<file path="src/rtl/sensor_dispatch_pkg.sv">
// Shared types and constants for the sensor request dispatcher.
package sensor_dispatch_pkg;

    typedef enum logic [2:0] {
        IDLE,
        WAIT_ADDR,
        DISPATCH,
        WAIT_SENSOR,
        SEND_CODE,
        WAIT_CODE_DONE,
        SEND_DATA,
        WAIT_DATA_DONE
    } state_e;

    localparam logic [7:0] ERR_BAD_ADDR = 8'hE0;
    localparam logic [7:0] ERR_TIMEOUT  = 8'hE1;

    // A limit of 1 still needs a one-bit counter.
    function automatic int cnt_width(input int limit);
        return (limit > 1) ? $clog2(limit) : 1;
    endfunction

endpackage

</file>
<file path="src/rtl/timeout_counter.sv">
// Cycle counter that flags when it has sat at LIMIT-1 while enabled; holds there.
module timeout_counter
    import sensor_dispatch_pkg::*;
#(
    parameter int LIMIT = 16
) (
    input  logic clock,
    input  logic reset,
    input  logic clear,
    input  logic enable,
    output logic expired
);

    localparam int W = cnt_width(LIMIT);
    localparam logic [W-1:0] TERM = W'(LIMIT - 1);

    logic [W-1:0] cnt_q, cnt_d;

    always_comb begin
        cnt_d = cnt_q;
        if (clear) begin
            cnt_d = '0;
        end else if (enable && cnt_q != TERM) begin
            cnt_d = cnt_q + W'(1);
        end
    end

    always_ff @(posedge clock) begin
        if (reset) begin
            cnt_q <= '0;
        end else begin
            cnt_q <= cnt_d;
        end
    end

    assign expired = enable && (cnt_q == TERM);

endmodule

</file>
<file path="src/rtl/sensor_request_dispatcher.sv">
// Frames 2-byte UART commands, dispatches them to one sensor channel and
// serialises the 2-byte (code, data) reply back to the UART transmitter.
module sensor_request_dispatcher
    import sensor_dispatch_pkg::*;
#(
    parameter int NUM_SENSORS    = 4,
    parameter int FRAME_TIMEOUT  = 500000,
    parameter int SENSOR_TIMEOUT = 50000000
) (
    input  logic                     clock,
    input  logic                     reset,
    input  logic                     rx_valid,
    input  logic [7:0]               rx_data,
    output logic [NUM_SENSORS-1:0]   req_enable,
    output logic [7:0]               request,
    input  logic [NUM_SENSORS-1:0]   sensor_finished,
    input  logic [8*NUM_SENSORS-1:0] sensor_response,
    input  logic [8*NUM_SENSORS-1:0] sensor_response_code,
    output logic                     tx_valid,
    output logic [7:0]               tx_data,
    input  logic                     tx_busy,
    input  logic                     tx_done,
    output logic                     busy,
    output logic [7:0]               dropped_count
);

    localparam logic [8:0] NUM_S9 = 9'(NUM_SENSORS);

    state_e                 state_q, state_d;
    logic [7:0]             request_q, request_d;
    logic [7:0]             addr_q, addr_d;
    logic [7:0]             code_q, code_d;
    logic [7:0]             data_q, data_d;
    logic [NUM_SENSORS-1:0] req_en_q, req_en_d;
    logic                   tx_valid_q, tx_valid_d;
    logic [7:0]             tx_data_q, tx_data_d;
    logic [7:0]             dropped_q, dropped_d;

    logic       frame_exp, sensor_exp, drop;
    logic       sel_fin;
    logic [7:0] sel_resp, sel_code;

    timeout_counter #(.LIMIT(FRAME_TIMEOUT)) u_frame_tmo (
        .clock   (clock),
        .reset   (reset),
        .clear   (state_q != WAIT_ADDR),
        .enable  (state_q == WAIT_ADDR),
        .expired (frame_exp)
    );

    timeout_counter #(.LIMIT(SENSOR_TIMEOUT)) u_sensor_tmo (
        .clock   (clock),
        .reset   (reset),
        .clear   (state_q != WAIT_SENSOR),
        .enable  (state_q == WAIT_SENSOR),
        .expired (sensor_exp)
    );

    // Only the addressed channel is visible; an out-of-range address never reaches here.
    always_comb begin
        sel_fin  = 1'b0;
        sel_resp = '0;
        sel_code = '0;
        for (int i = 0; i < NUM_SENSORS; i++) begin
            if (addr_q == 8'(i)) begin
                sel_fin  = sensor_finished[i];
                sel_resp = sensor_response[8*i +: 8];
                sel_code = sensor_response_code[8*i +: 8];
            end
        end
    end

    always_comb begin
        state_d    = state_q;
        request_d  = request_q;
        addr_d     = addr_q;
        code_d     = code_q;
        data_d     = data_q;
        req_en_d   = '0;
        tx_valid_d = 1'b0;
        tx_data_d  = tx_data_q;
        drop       = rx_valid && (state_q != IDLE) && (state_q != WAIT_ADDR);

        unique case (state_q)
            IDLE: begin
                if (rx_valid) begin
                    request_d = rx_data;
                    state_d   = WAIT_ADDR;
                end
            end
            WAIT_ADDR: begin
                if (rx_valid) begin
                    addr_d = rx_data;
                    if ({1'b0, rx_data} >= NUM_S9) begin
                        code_d  = ERR_BAD_ADDR;
                        data_d  = rx_data;
                        state_d = SEND_CODE;
                    end else begin
                        state_d = DISPATCH;
                    end
                end else if (frame_exp) begin
                    drop    = 1'b1;
                    state_d = IDLE;
                end
            end
            DISPATCH: begin
                for (int i = 0; i < NUM_SENSORS; i++) begin
                    req_en_d[i] = (addr_q == 8'(i));
                end
                state_d = WAIT_SENSOR;
            end
            WAIT_SENSOR: begin
                if (sel_fin) begin
                    code_d  = sel_code;
                    data_d  = sel_resp;
                    state_d = SEND_CODE;
                end else if (sensor_exp) begin
                    code_d  = ERR_TIMEOUT;
                    data_d  = addr_q;
                    state_d = SEND_CODE;
                end
            end
            SEND_CODE: begin
                if (!tx_busy) begin
                    tx_valid_d = 1'b1;
                    tx_data_d  = code_q;
                    state_d    = WAIT_CODE_DONE;
                end
            end
            WAIT_CODE_DONE: begin
                if (tx_done) state_d = SEND_DATA;
            end
            SEND_DATA: begin
                if (!tx_busy) begin
                    tx_valid_d = 1'b1;
                    tx_data_d  = data_q;
                    state_d    = WAIT_DATA_DONE;
                end
            end
            WAIT_DATA_DONE: begin
                if (tx_done) state_d = IDLE;
            end
            default: state_d = IDLE;
        endcase

        dropped_d = (drop && dropped_q != 8'hFF) ? dropped_q + 8'd1 : dropped_q;
    end

    always_ff @(posedge clock) begin
        if (reset) begin
            state_q    <= IDLE;
            request_q  <= '0;
            addr_q     <= '0;
            code_q     <= '0;
            data_q     <= '0;
            req_en_q   <= '0;
            tx_valid_q <= 1'b0;
            tx_data_q  <= '0;
            dropped_q  <= '0;
        end else begin
            state_q    <= state_d;
            request_q  <= request_d;
            addr_q     <= addr_d;
            code_q     <= code_d;
            data_q     <= data_d;
            req_en_q   <= req_en_d;
            tx_valid_q <= tx_valid_d;
            tx_data_q  <= tx_data_d;
            dropped_q  <= dropped_d;
        end
    end

    assign req_enable    = req_en_q;
    assign request       = request_q;
    assign tx_valid      = tx_valid_q;
    assign tx_data       = tx_data_q;
    assign busy          = (state_q != IDLE);
    assign dropped_count = dropped_q;

endmodule
</file>
<file path="config.mk">
export PLATFORM = sky130hd
export DESIGN_NAME = sensor_request_dispatcher
export DESIGN_NICKNAME = d
export VERILOG_FILES = /design/src/rtl/sensor_dispatch_pkg.sv /design/src/rtl/timeout_counter.sv /design/src/rtl/sensor_request_dispatcher.sv
export SDC_FILE = /design/constraint.sdc
export NUM_CORES = 1
export LEC_CHECK = 0
export BUFFER_PORTS_ARGS = -buffer_cell sky130_fd_sc_hd__buf_2
export CORE_ASPECT_RATIO = 1.1
export CORE_MARGIN = 2
export CORE_UTILIZATION = 53
export CTS_CLUSTER_DIAMETER = 50
export DETAILED_ROUTE_END_ITERATION = 7
export HOLD_SLACK_MARGIN = 0.06
export PLACE_DENSITY = 0.78
export SYNTH_ARGS = -nofsm -noshare
export SYNTH_HDL_FRONTEND = slang
export SYNTH_SLANG_ARGS = --single-unit
</file>
<file path="constraint.sdc">
create_clock -name clock -period 2.6 [get_ports clock]
set_input_delay 0.39 -clock clock [delete_from_list [all_inputs] [get_ports clock]]
set_output_delay 0.39 -clock clock [all_outputs]
set_load 0.005 [all_outputs]
</file>
[Word level (Yosys, flattened, before mapping)]
Cells that the tools add are included.
Storage, ports and cells
  word-level logic and storage cells: 105
  register bits after elaboration: 101
  input port bits: 81
  output and inout bits: 30
Cells by class
  magnitude comparators: 1
  multiplexer cells: 40
  reductions and logical operators: 22
  add/sub/neg operators: 3
  equality and inequality tests: 26
  bitwise logic cells: 2
Operator list (number)
  $mux 8: 18
  $pmux 8 s2: 3
  $mux 3: 10
  $add 26x1->26 const B: 1
  $eq 26x26->1 const B: 1
  $ne 26x26->1 const B: 1
  $pmux 3 s8: 1
  $add 19x1->19 const B: 1
  $eq 19x19->1 const B: 1
  $ne 19x19->1 const B: 1
  $eq 8x2->1 const B: 2
  $ne 2x2->1 const B: 7
  $eq 3x3->1 const B: 4
  $reduce_or 2->1: 5
  $add 8x1->8 const B: 1
  $eq 8x1->1 const B: 1
  $ge 8x3->1 const B: 1
  $logic_not 8->1: 1
  $mux 1: 8
  $ne 8x8->1 const B: 1
  $logic_and 1x1->1: 7
  $reduce_and 7->1: 1
  $eq 3x2->1 const B: 2
  $ne 3x3->1 const B: 2
  other kinds (10): 13

[Logic depth before layout (Yosys ltp)]
Gate-level depths: netlist of the first run.
  depth in word-level cells: 7
  mapped depth: 8
  gate-level depth less buffers: 6

[Modules after synthesis]
Synthesis of the first run repeated with hierarchy kept, for this count alone.
Unflattened totals
  cells, all modules: 597
  area, all modules: 5158.7 µm²
Modules (own cells, without submodules)
  sensor_request_dispatcher: area an instance 2924.1 µm², instances 1, cells an instance 343, seq. area each 1121.1 µm²
  timeout_counter (u_sensor_tmo): area an instance 1247.4 µm², instances 1, cells an instance 141, seq. area each 520.5 µm²
  timeout_counter (u_frame_tmo): area an instance 987.2 µm², instances 1, cells an instance 113, seq. area each 380.4 µm²

[Least setup slack after synthesis of the first run]
OpenSTA, ideal clock, no wires.
  path type: flip-flop to flip-flop
  start point: reg addr_q[0]
  end point: reg state_q[0]
  stages on the path, launching flop included: 7
  buffers on the path: 1
  library setup time: 121 ps
  slack: 553 ps
  data arrival time: 1926 ps
  clock period less this slack: 2047 ps
  required time: 2479 ps
  cells stage by stage: dfxtp_1 > buf_2 > mux4_2 > a31o_2 > a21o_1 > nand3_1 > mux2_2
Between the ends
  longest elaborated chain between the ends: 7
  elaborated cells on any way between the ends: 12
  those cells by class: eq/ne: 4; mux: 6; reduce/logical: 2
Ends and longest elaborated chain
  from (decl): RTL line sensor_request_dispatcher.sv:31  | logic [7:0] addr_q, addr_d;
  from (signal assigned): RTL line sensor_request_dispatcher.sv:163  | addr_q <= addr_d;
  $logic_not 8->1: RTL line sensor_request_dispatcher.sv:65  | if (addr_q == 8'(i)) begin
  $mux 1 (3 in a row): RTL line sensor_request_dispatcher.sv:65
  $mux 1 *: RTL line sensor_request_dispatcher.sv:65
  $ne 3x3->1 (no line) / $mux 3 (equally long branches)
  $reduce_and 7->1 (no line) / $pmux 3 s8 (equally long branches)
  to (signal assigned): RTL line sensor_request_dispatcher.sv:161  | state_q <= state_d;
  to (decl): RTL line sensor_request_dispatcher.sv:29  | state_e state_q, state_d;
Every way passes the cells marked *; elsewhere a longest branch is shown, timed or not.
A chain may end at the register's enable or synchronous reset.

[Worst setup path in the final report of the first run]
  start point: reg u_frame_tmo.cnt_q[5]
  end point: reg dropped_q[6] (netlist: dropped_count[6])
Between the ends
  longest elaborated chain between the ends: 6
Ends and longest elaborated chain
  from (decl): RTL line timeout_counter.sv:17  | logic [W-1:0] cnt_q, cnt_d;
  from (signal assigned): RTL line timeout_counter.sv:32  | cnt_q <= cnt_d;
  $eq 19x19->1: RTL line timeout_counter.sv:36  | assign expired = enable && (cnt_q == TERM);
  $logic_and 1x1->1: RTL line timeout_counter.sv:36
  $mux 1: RTL line sensor_request_dispatcher.sv:101  | end else if (frame_exp) begin
  $mux 1: RTL line sensor_request_dispatcher.sv:92  | if (rx_valid) begin
  $mux 1: RTL line sensor_request_dispatcher.sv:84  | unique case (state_q)
  $logic_and 1x1->1: RTL line sensor_request_dispatcher.sv:146  | dropped_d = (drop && dropped_q != 8'hFF) ? dropped_q + 8'd1 : dropped_q;
  to (signal assigned): RTL line sensor_request_dispatcher.sv:169  | dropped_q <= dropped_d;
  to (decl): RTL line sensor_request_dispatcher.sv:37  | logic [7:0] dropped_q, dropped_d;
No other way between the ends.

==> results of run 1 <==
==> sequential cells by signal, summed over array words and instances (netlist names) <==
register            cells
u_sensor_tmo.cnt_q     26
u_frame_tmo.cnt_q      19
addr_q                  8
code_q                  8
data_q                  8
dropped_count           8
request                 8
tx_data                 8
req_enable              4
state_q                 3
tx_valid                1
==> layout make-up <==
cell class | instances | share of cell area
Timing Repair Buffer | 130 | 0.113
Tap cell | 120 | 0.0242
Clock inverter | 7 | 0.00988
Sequential cell | 101 | 0.326
Multi-Input combinational cell | 483 | 0.501
Inverter | 11 | 0.00665
Clock buffer | 9 | 0.0200
==> worst max-delay path by stage <==
stage                             to                   from
floorplan                 state_q[0]              addr_q[0]
global placement    dropped_count[6]   u_frame_tmo.cnt_q[5]
detailed placement  dropped_count[6]   u_frame_tmo.cnt_q[5]
CTS                 dropped_count[6]   u_frame_tmo.cnt_q[5]
global route               data_q[2]  u_sensor_tmo.cnt_q[9]
finish              dropped_count[6]   u_frame_tmo.cnt_q[5]
==> Yosys cell counts (8+ instances only) <==
library cell and count:
nor3_1 12, mux4_2 14, o21ai_0 25, inv_1 11, nand2_1 93, and3_1 8
dfxtp_1 101, clkbuf_1 35, nor2_1 46, a311oi_1 11, a21oi_1 57, o31ai_1 16
xor2_1 8, mux2i_1 9, nand3_1 29, nand4_1 15, o211ai_1 8, or4_1 20
==> per-stage QoR <==
step | hold WS, ns | std cells | total power, uW
after floorplan | 0.439 | 637 | 2190
after global placement | 0.440 | 845 | 2420
after detailed placement | 0.445 | 845 | 2440
after CTS | 0.218 | 861 | 3400
after global routing | 0.225 | 861 | 3570
final | 0.241 | 861 | 3380
==> kinds of logic after synthesis <==
logic type	Yosys count
DFF	101
adders and majority gates	3
and+or+nand+nor	281
buffers and inverters	53
muxes	27
xor gates and xnor gates	12
AOI/OAI and AO/OA	160
==> worst register-to-register path, stage by stage, from the launching register on <==
cell	delay, ns
dfxtp_1	0.39
nor4_4	0.34
nand4_4	0.21
o41a_1	0.59
or4b_1	0.56
o211a_1	0.14
==> layer usage <==
layer / up-vias / part of all wire / track usage
met4: 0 / 0.021 / 0.0890
met2: 178 / 0.51 / 0.444
met5: - / 0 / 0
met1: 2462 / 0.42 / 0.302
met3: 22 / 0.048 / 0.0506
li1: 2591 / - / -
==> power by group through the flow <==
stage	Combinational (uW)	Sequential [uW]	Clock, uW
CTS	716	1700	988
detailed placement	714	1730	0
global route	799	1710	1060
global placement	693	1730	0
floorplan	485	1710	0
finish	719	1700	961
==> reports/qor.yml, run 1 <==
outcome:
  status: "finished clean"
grt:
  antenna_found_initial: 0
  grt_pass1_wl_um: 22200
  grt_max_degree: 33
  grtUsageTotal: 0.251
  globalRouteOverflowTotal: 0
  grt_pass1_vias: 4828
sta:
  hold_violations: 0
  drv_slew: 0
  worst_pin_slew_ns: 0.815
  setup_violations: 0
  setup_ws_ns: 0.279
  post-route-min-period_ns: 2.32
  clock-skew-final_ns: 0.0153
  rsz0062_at_grt: "false"
  fin_setup_tns_ns: 0
  max-slew-margin-rel: 0.455
  clock.fmax_mhz: 431
  min_period_over_period: 0.893
setup_path:
  critPathCaptureType: "flop"
  slowest_delay_ns: 0.59
  arrival_ns: 2.59
  crit_type: "reg -> reg"
  reg2reg_from: "u_frame_tmo.cnt_q[5]"
  r2r_slack_ns: 0.28
  crit_family: "simple AND/OR/NAND/NOR gates"
  reg2reg_to: "dropped_count[6]"
  start_kind: "flop"
  crit_path_cell_trace: "nor4_4 -> nand4_4 -> o41a_1 -> or4b_1 -> o211a_1"
  worst-path-stages: 5
  r2r_cells: 5
  slowest_stage: "o41a_1"
  crit_buf_inv: 0
  cp_max_fo: 15
  required_ns: 2.87
min_path:
  whs_path_depth: 2
  hold_start: "tx_busy"
  hold_path.class: "in -> reg"
  holdPathEnd: "tx_valid"
logic_synthesis:
  ys.flop_type: "dfxtp_1"
  synth_adder_area_share: 0.00703
  synth_top_family_by_area: "simple AND/OR/NAND/NOR gates"
  netlist_instances: 637
  synth_compound_area_frac: 0.193
  yosysWarnings: 0
  async_reset_ff_frac: 0
  synthXorXnorAreaFrac: 0.0197
  yosys-top-cells-area: "dfxtp_1 38%, nand2_1 6.5%, mux4_2 5.9%, a21oi_1 5.3%, nor2_1 3.2%"
  synth-seq-area-share: 0.379
  syn_area_per_cell_um2: 8.38
  ys_ff_latch: 101
  synth_cell_types: 63
  synth.cell_area_um2: 5340
  yosys.area.top_type: "dfxtp_1"
  synth-simple-area-share: 0.277
  synth_edf_count: 0
  synthMuxAreaShare: 0.0843
  synth_top_area_frac: 0.379
  synth_fp_nets: 721
pwr:
  ir_drop_v: 0.000307
  swShare: 0.317
  p_switching_uw: 1070
  p_int_uw: 2310
  seq_power_share: 0.503
  p_comb_frac: 0.213
  p_leak_uw: 0.00225
  power.density_nw_per_um2: 544
  clkPwrFrac: 0.284
final_layout:
  multiInputGateArea_um2: 3110
  layout_commonest_cell: "buf_2"
  fin_nets: 820
  area_growth_pct: 16.2
  drive_gt1_frac: 0.236
  ff_latch_area_um2: 2020
  final.fill_count: 853
  finalInstanceArea_um2: 6210
  post-route-util: 0.631
  diodes: 0
  final_cell_mix: "110 x buf_2, 101 x dfxtp_1, 93 x nand2_1"
cts:
  cts_root_buffer: "clkbuf_8"
  htree_levels: 3
  cts.path.max_buffers: 2
  clkSinkCount: 101
  hold_buffers: 0
  ctsResizeCount: 0
  clkLatencyLatePin_ns: 0.38
  cts_tree: "yes"
  cts_made_buffers: 9
  clk_pin_slew_worst_paths_ns: 0.10
  post-cts-setup-buffer-count: 0
routing:
  via_count: 5253
  wl_um: 13400
  detail_route.iter0.violations: 309
  viasPerCell: 6.10
  routedWlPerCell_um: 15.5
  antenna_left: 0
  drc: 0
  drtPass1Iterations: 6
floorplanning:
  ioPinCount: 111
  start_util: 0.543
  coreArea_um2: 9840
  die_x_um: 99.7
  chipHeight_um: 109
  dieArea_um2: 10900
  row_count: 38
placed_design:
  numPortBuffers: 110
  placement.cell_area_um2: 6020
  dp_hpwl_um: 9980
  place_congestion: 0.863
  pre_cts_slack_ns: 0.304
flow_run:
  maxCapViolCount: 0
Power figures use the tool's default switching activity.
==> run 2, diff against run 1 <==
--- a/config.mk
+++ b/config.mk
@@ -8,11 +8,10 @@
 export BUFFER_PORTS_ARGS = -buffer_cell sky130_fd_sc_hd__buf_2
 export CORE_ASPECT_RATIO = 1.1
 export CORE_MARGIN = 2
-export CORE_UTILIZATION = 53
+export CORE_UTILIZATION = 37
 export CTS_CLUSTER_DIAMETER = 50
 export DETAILED_ROUTE_END_ITERATION = 7
 export HOLD_SLACK_MARGIN = 0.06
-export PLACE_DENSITY = 0.78
 export SYNTH_ARGS = -nofsm -noshare
 export SYNTH_HDL_FRONTEND = slang
 export SYNTH_SLANG_ARGS = --single-unit
==> run 2 against run 1 <==
Routed wire length up 5.8%. Worst hold slack improved by 0.018 ns. Sequential share of layout area decreased by 1.2 points. Largest cell class unchanged.
==> reports/qor.yml, run 2 (synthesized netlist as in run 1, its figures left out) <==
outcome:
  status: "finished clean"
final_layout:
  drive_gt1_frac: 0.237  # +0.000710
  reg.largest.list: "u_sensor_tmo.cnt_q x26, u_frame_tmo.cnt_q x19"
  largest-register: "u_sensor_tmo.cnt_q"
  fin_nets: 822  # +0.24%
  finalInstanceArea_um2: 6430  # +3.7%
  layout_commonest_cell: "buf_2"
  area_growth_pct: 20.5
  post-route-util: 0.451  # -0.180
  diodes: 0  # unchanged
  final_cell_mix: "110 x buf_2, 101 x dfxtp_1, 93 x nand2_1"
  largest_reg_flops: 26  # unchanged
  final.fill_count: 1438  # +69%
cts:
  htree_levels: 3  # unchanged
  cts_tree: "yes"
  cts_made_buffers: 9  # unchanged
  hold_buffers: 0  # unchanged
  clkLatencyLatePin_ns: 0.36  # -0.02 ns
  cts_root_buffer: "clkbuf_16"
  ctsResizeCount: 0  # unchanged
  clk_pin_slew_worst_paths_ns: 0.07  # -0.03 ns
  post-cts-setup-buffer-count: 0  # unchanged
  clkSinkCount: 101  # unchanged
  cts.path.max_buffers: 2  # unchanged
setup_path:
  crit_type: "reg -> reg"
  cp_max_fo: 13  # -2
  crit_path_cell_trace: "nor3b_1 -> and2_1 -> nand2_1 -> or4_1 -> a21oi_1"
  crit_family: "simple AND/OR/NAND/NOR gates"
  slowest_delay_ns: 0.65  # +0.06 ns
  arrival_ns: 2.62  # +0.03 ns
  critPathCaptureType: "flop"
  slowest_stage: "nor3b_1"
  required_ns: 2.88  # about the same
  start_kind: "flop"
  crit_buf_inv: 0  # unchanged
routing:
  detail_route.iter0.violations: 284  # -8.1%
  via_count: 5209  # -0.84%
  drc: 0  # unchanged
  viasPerCell: 5.57  # -8.7%
  antenna_left: 0  # unchanged
  wl_um: 14200  # +5.8%
  drtPass1Iterations: 6  # unchanged
  routedWlPerCell_um: 15.1  # -2.6%
sta:
  clock-skew-final_ns: 0.0100  # -0.00522 ns
  worst_pin_slew_ns: 0.711  # -0.103 ns
  fin_setup_tns_ns: 0  # unchanged
  clock.fmax_mhz: 427  # -0.89%
  rsz0062_at_grt: "false"
  hold_violations: 0  # unchanged
  drv_slew: 0  # unchanged
  min_period_over_period: 0.901  # +0.00798
  max-slew-margin-rel: 0.525  # +0.0700
  setup_violations: 0  # unchanged
  post-route-min-period_ns: 2.34  # +0.0207 ns
grt:
  antenna_found_initial: 0  # unchanged
  grt_max_degree: 40  # +21%
  grt_pass1_vias: 4876  # +0.99%
  globalRouteOverflowTotal: 0  # unchanged
  grt_pass1_wl_um: 23100  # +4.2%
  grtUsageTotal: 0.183  # -0.0680
pwr:
  ir_drop_v: 0.000314  # +2.3%
  power.density_nw_per_um2: 595  # +9.3%
  p_leak_uw: 0.00232  # +3.2%
placed_design:
  numPortBuffers: 110  # unchanged
  place_congestion: 0.820  # -4.9%
  dp_hpwl_um: 10800  # +8.0%
  placement.cell_area_um2: 6130  # +1.7%
floorplanning:
  die_x_um: 119  # +19%
  chipHeight_um: 130  # +19%
  ioPinCount: 111  # unchanged
  dieArea_um2: 15400  # +41%
  coreArea_um2: 14300  # +45%
  row_count: 46  # +21%
  start_util: 0.374  # -0.168
min_path:
  hold_path.class: "in -> reg"
flow_run:
  maxCapViolCount: 0  # unchanged
==> run 2: per-stage QoR <==
step / hold slack [ns] / setup slack, ns / instances / power [uW]
2_1_floorplan: 0.439 / 0.553 / 637 / 2190
3_3_place_gp: 0.445 / 0.339 / 919 / 2440
3_5_place_dp: 0.450 / 0.293 / 919 / 2460
4_1_cts: 0.260 / 0.253 / 935 / 3850
5_1_grt: 0.269 / 0.0804 / 935 / 4000
6_report: 0.259 / 0.258 / 935 / 3830
==> run 2: cell type report <==
| type | instances | area (um^2) | area share |
|---|---|---|---|
| clock buffers | 10 | 229 | 0.0356 |
| repair buffers | 132 | 716 | 0.111 |
| clock inverters | 6 | 78.8 | 0.0123 |
| inverters | 11 | 41.3 | 0.00642 |
| multi-input cells | 483 | 3110 | 0.483 |
| flip-flops and latches | 101 | 2020 | 0.314 |
| well taps | 192 | 240 | 0.0373 |
==> run 2: per-layer routing <==
layer / part of all wire / vias up / wire length (um) / track usage
li1: - / 2601 / - / -
met1: 0.45 / 2448 / 6300 / 0.230
met4: 0.011 / 0 / 150 / 0.0588
met5: 0 / - / 0 / 0
met2: 0.50 / 151 / 7030 / 0.318
met3: 0.047 / 9 / 667 / 0.0328
==> run 2: worst reg2reg max path: cells and delay by family (launching register included) <==
family / cells / cell delay [ns]
AO/OA/AOI/OAI: 1 / 0.15
flip-flops: 1 / 0.42
AND/OR/NAND/NOR: 4 / 1.70
==> run 2: final timing paths <==
path / startpoint / endpoint / slack [ns] / cells past startpoint
worst min register to register: request[7] / request[7] / 0.46 / 2
worst max register to register: state_q[1] / u_frame_tmo.cnt_q[13] / 0.26 / 5
worst min-delay path: tx_busy / tx_valid / 0.26 / 2
worst max-delay path: state_q[1] / u_frame_tmo.cnt_q[13] / 0.26 / 5
==> run 2: where the power goes <==
| part | internal, uW | switching (uW) |
|---|---|---|
| sequential | 1630 | 70.6 |
| combinational | 304 | 414 |
| clock | 768 | 637 |
| total | 2700 | 1120 |
